### config.mk
export PLATFORM = sky130hd
export DESIGN_NAME = nibble_mem_bridge
export DESIGN_NICKNAME = d
export VERILOG_FILES = /design/src/rtl/nibble_mem_bridge.sv
export SDC_FILE = /design/constraint.sdc
export NUM_CORES = 1
export LEC_CHECK = 0
export CAP_MARGIN = 20
export CORE_MARGIN = 2
export CORE_UTILIZATION = 43
export DETAILED_ROUTE_END_ITERATION = 8
export GPL_TIMING_DRIVEN = 1
export PLACE_DENSITY = 0.77
export SYNTH_ARGS = -nofsm -noshare
export SYNTH_HDL_FRONTEND = slang
export SYNTH_SLANG_ARGS = --single-unit
### constraint.sdc
create_clock -name clk_i -period 2.2 [get_ports clk_i]
set_clock_uncertainty 0.15 [all_clocks]
set_input_delay 0.44 -clock clk_i [delete_from_list [all_inputs] [get_ports clk_i]]
set_output_delay 0.44 -clock clk_i [all_outputs]
set_load 0.02 [all_outputs]
### src/rtl/nibble_mem_bridge.sv
// Fabric-side endpoint of the nibble-serial memory link: assembles 4-bit request
// beats into word accesses on a single-port memory and serializes read data back.
module nibble_mem_bridge #(
  parameter int AddrWidth = 8,
  parameter int DataWidth = 32
) (
  input  logic                 clk_i,
  input  logic                 rst_i,
  input  logic                 req_valid_i,
  output logic                 req_ready_o,
  input  logic                 req_write_i,
  input  logic [AddrWidth-1:0] req_addr_i,
  input  logic [3:0]           req_data_i,
  input  logic                 req_strb_i,
  output logic                 rsp_valid_o,
  input  logic                 rsp_ready_i,
  output logic [3:0]           rsp_data_o,
  output logic                 rsp_last_o,
  output logic                 mem_req_o,
  input  logic                 mem_gnt_i,
  output logic                 mem_we_o,
  output logic [AddrWidth-1:0] mem_addr_o,
  output logic [31:0]          mem_wdata_o,
  output logic [3:0]           mem_be_o,
  input  logic                 mem_rvalid_i,
  input  logic [31:0]          mem_rdata_i
);

  if (DataWidth != 32) begin : g_width_check
    $error("nibble_mem_bridge: DataWidth must be 32");
  end

  typedef enum logic [2:0] {
    IDLE,
    WR_COLLECT,
    WR_MEM,
    RD_MEM,
    RD_WAIT,
    RSP_SEND,
    RSP_COMMIT
  } state_t;

  state_t                 state;
  logic [2:0]             cnt;
  logic [31:0]            data;
  logic [7:0]             strb;
  logic [AddrWidth-1:0]   addr;
  logic [3:0]             be_pairs;

  always_ff @(posedge clk_i or posedge rst_i) begin
    if (rst_i) begin
      state <= IDLE;
      cnt   <= 3'd0;
      data  <= 32'd0;
      strb  <= 8'd0;
      addr  <= '0;
    end else begin
      case (state)
        IDLE: begin
          if (req_valid_i) begin
            addr <= req_addr_i;
            if (req_write_i) begin
              // First nibble clears leftovers from the previous access.
              data  <= {28'd0, req_data_i};
              strb  <= {7'd0, req_strb_i};
              cnt   <= 3'd1;
              state <= WR_COLLECT;
            end else begin
              state <= RD_MEM;
            end
          end
        end
        WR_COLLECT: begin
          if (req_valid_i) begin
            data[{cnt, 2'b00} +: 4] <= req_data_i;
            strb[cnt]               <= req_strb_i;
            cnt                     <= cnt + 3'd1;
            if (cnt == 3'd7) state <= WR_MEM;
          end
        end
        WR_MEM: begin
          if (mem_gnt_i) state <= IDLE;
        end
        RD_MEM: begin
          if (mem_gnt_i) state <= RD_WAIT;
        end
        RD_WAIT: begin
          if (mem_rvalid_i) begin
            data  <= mem_rdata_i;
            cnt   <= 3'd0;
            state <= RSP_SEND;
          end
        end
        RSP_SEND: begin
          if (rsp_ready_i) begin
            cnt <= cnt + 3'd1;
            if (cnt == 3'd7) state <= RSP_COMMIT;
          end
        end
        RSP_COMMIT: begin
          state <= IDLE;
        end
        default: begin
          state <= IDLE;
        end
      endcase
    end
  end

  // A byte is written only when both of its nibble strobes were set.
  always_comb begin
    be_pairs = 4'd0;
    for (int i = 0; i < 4; i++) begin
      be_pairs[i] = strb[2*i] & strb[2*i+1];
    end
  end

  always_comb begin
    req_ready_o = req_valid_i & ~rst_i & ((state == IDLE) || (state == WR_COLLECT));
    mem_req_o   = (state == WR_MEM) || (state == RD_MEM);
    mem_we_o    = (state == WR_MEM);
    mem_addr_o  = mem_req_o ? addr : '0;
    mem_wdata_o = (state == WR_MEM) ? data : 32'd0;
    mem_be_o    = 4'd0;
    if (state == WR_MEM) mem_be_o = be_pairs;
    else if (state == RD_MEM) mem_be_o = 4'hF;
    rsp_valid_o = (state == RSP_SEND) || (state == RSP_COMMIT);
    // MSB nibble first: index 7-cnt equals ~cnt for a 3-bit counter.
    rsp_data_o  = (state == RSP_SEND) ? data[{~cnt, 2'b00} +: 4] : 4'd0;
    rsp_last_o  = (state == RSP_SEND) && (cnt == 3'd7);
  end

endmodule
==> metrics.txt <==
core area=7730 µm²; CTS H-tree lvls=2; first-pass GRT wire length=18.9 mm; CTS Buf Count=5; critical path class=reg2out; hold_ws=0.355 ns; sequential share of the synthesized area=0.394; Yosys warnings=0; cell taking the most area after synthesis=dfrtp_1; # DRC=0; Worst EP arrival=1.83 ns; I/O Buffers=104; vias per cell=5.88; Pleak=2.48 nW; number of enable flip-flop cells after synthesis=0; drt initial violations=204; RSZ-0062 raised after global routing=true; die height=93.3 µm; initial antenna violation count=1; Synth-to-Final Area Change=66.4%; number of distinct library cells after synthesis=51; layout cell share with drive strength beyond 1=0.433; # nets final=578; Post-DP HPWL=8.83 mm; # setup viols final=30; setup TNS=-3.22 ns; Die X=93.3 µm; hold crit path type=reg2reg; gr ovfl total=0; PnR Total Power=7.81 mW; max-cap violation count=0; Tcrit/Tclk final=1.10; syn nets=410; number of global-route vias before repair=3645; CTS tree=built; FMAX=414 MHz; 1st-pass router iterations=5; # fillers=575; minimum clock period=2.42 ns; Antenna Nets Post-Route=0; Cell Pwr Density=1370 nW/µm²; GRT Total Usage=0.278; Mapped Cells=353; Hold Vio Cnt, Final=0; RePlAce Congestion=0.910; Worst Tran Pin Value=0.499 ns; most frequent cell after synthesis=dfrtp_1; Clock Path Buffers=2; Synth async-reset ratio=1.00; top area cells in the synthesized netlist=dfrtp_1 (39%), o2bb2ai_1 (7.4%), mux2_2 (6.9%); critical path's slowest cell=dfrtp_2; Commonest cells post-synth=dfrtp_1 (54), and2_1 (34), o2bb2ai_1 (29); largest net degree at the start of global routing=55; Syn Area/Cell=9.72 µm²; Max VDD drop=0.865 mV; max-slew violations=0; worst setup margin=-0.216 ns; Crit path required time=1.61 ns; critical path startpoint category=flop; Initial Util=0.444; clock root cell=clkbuf_8; critical-path cell list=buf_4 -> mux2_2 -> a221oi_2 -> o22ai_1 -> nor2b_4 -> buf_6; synthesized flop and latch total=54; I/O pin total=105; failing checks=setup timing; max_slew headroom=0.665; WL/cell=20.4 µm; Skew-Pair Late Insertion Delay=0.31 ns; routed vias=3676; die area=8710 µm²; Syn Std Cell Area=3430 µm²; CP peak stage delay=0.39 ns; outcome=complete, but fails checks; ys flop type=dfrtp_1; final WL=12.7 mm; CP Max Fanout=4; top-area cell type share of the netlist area=0.394; CTS clk-pin slew, worst paths=0.10 ns; CP Capture Type=primary output; Clock Sinks=54; Row Count=32
==> registers in the layout, indices dropped and copies added, names as in the netlist <==
name,count
data,32
strb,8
addr,8
state,3
cnt,3
==> cell families (layout without fill, tap and decap cells) <==
logic type,count (synthesis),in the layout,synth area share
AND/OR/NAND/NOR,116,116,0.197
other,0,1,0
flip-flops,54,54,0.394
multiplexers,24,24,0.0777
AO/OA/AOI/OAI,118,118,0.263
buffers and inverters,35,204,0.0485
XOR/XNOR,1,1,0.00255
adder cells (fa/ha/maj),5,5,0.0182
==> worst paths after layout <==
| check | start | endpoint | slack (ns) | cells past startpoint |
|---|---|---|---|---|
| worst max-delay path | cnt[0]$_DFFE_PP0P_ | rsp_data_o[3] | -0.22 | 6 |
| worst min-delay path | addr[0]$_DFFE_PP0P_ | addr[0]$_DFFE_PP0P_ | 0.36 | 1 |
| worst max register to register | cnt[0]$_DFFE_PP0P_ | data[0]$_DFFE_PP0P_ | -0.16 | 10 |
| worst min register to register | addr[0]$_DFFE_PP0P_ | addr[0]$_DFFE_PP0P_ | 0.36 | 1 |
| max in group asynchronous | rst_i | data[21]$_DFFE_PP0P_ | 1.17 | 4 |
| min in group asynchronous | rst_i | strb[1]$_DFFE_PP0P_ | 0.49 | 4 |
==> stage by stage <==
| stage | utilization | std cells | worst slack [ns] | area, µm² |
|---|---|---|---|---|
| finish | 0.739 | 625 | -0.216 | 5710 |
| detailed placement | 0.655 | 596 | -0.517 | 5060 |
| CTS | 0.702 | 614 | -0.226 | 5420 |
| global placement | 0.655 | 596 | -0.504 | 5060 |
| global route | 0.739 | 625 | -0.296 | 5710 |
| floorplan | - | 353 | 0.0185 | 3500 |
==> layer usage <==
layer	routed length [µm]	GRT usage	vias to the layer above	share of wire
li1	-	-	1695	-
met1	5440	0.368	1818	0.43
met3	735	0.0443	26	0.058
met2	6280	0.475	137	0.49
met4	276	0.0711	0	0.022
met5	0	0	-	0
==> power by group <==
group	total (mW)	internal (mW)	switching, mW
combinational	5.41	2.62	2.79
sequential	1.82	1.42	0.406
clock	0.582	0.254	0.329
total	7.81	4.29	3.52
==> final cells by class <==
type | instances | area [µm²] | area share
multi-input cells | 264 | 2360 | 0.414
repair buffers | 189 | 1730 | 0.303
flip-flops and latches | 54 | 1350 | 0.237
well taps | 102 | 128 | 0.0223
clock buffers | 6 | 82.6 | 0.0145
inverters | 7 | 37.5 | 0.00657
clock inverters | 2 | 12.5 | 0.00219
diodes | 1 | 2.50 | 0.000438
==> placed cells by master, fill, tap and decap left out, types with 11 or more instances in the layout <==
cell             synthesis  layout
a21oi_1                 13      12
a32oi_1                 25      20
and2_1                  34      34
buf_4                    4      99
buf_6                    1      13
clkdlybuf4s50_1          0      51
dfrtp_1                 54      52
dlygate4sd2_1            0      14
mux2_2                  21      17
nand2_1                 16      15
nor2_1                  16      11
o21ai_0                 16      14
o2bb2ai_1               29      20
==> what timing repair did <==
| action | in CTS | in global routing |
|---|---|---|
| endpoints found under the setup margin | 85 | 69 |
| gates resized for setup | 176 | 127 |
| endpoints found under the hold margin | 0 | 0 |
| hold buffers | 0 | 0 |
| setup buffers | 10 | 9 |
| pin swaps | 19 | 48 |
| gates cloned | 0 | 3 |
==> critical path: cells and delay by family, from the launching register on <==
kind / cells / cell delay (ns)
AOI/OAI and AO/OA: 2 / 0.37
buffers and inverters: 2 / 0.26
muxes: 1 / 0.34
DFF: 1 / 0.39
and+or+nand+nor: 1 / 0.14
(Power assumes the default switching activity.)
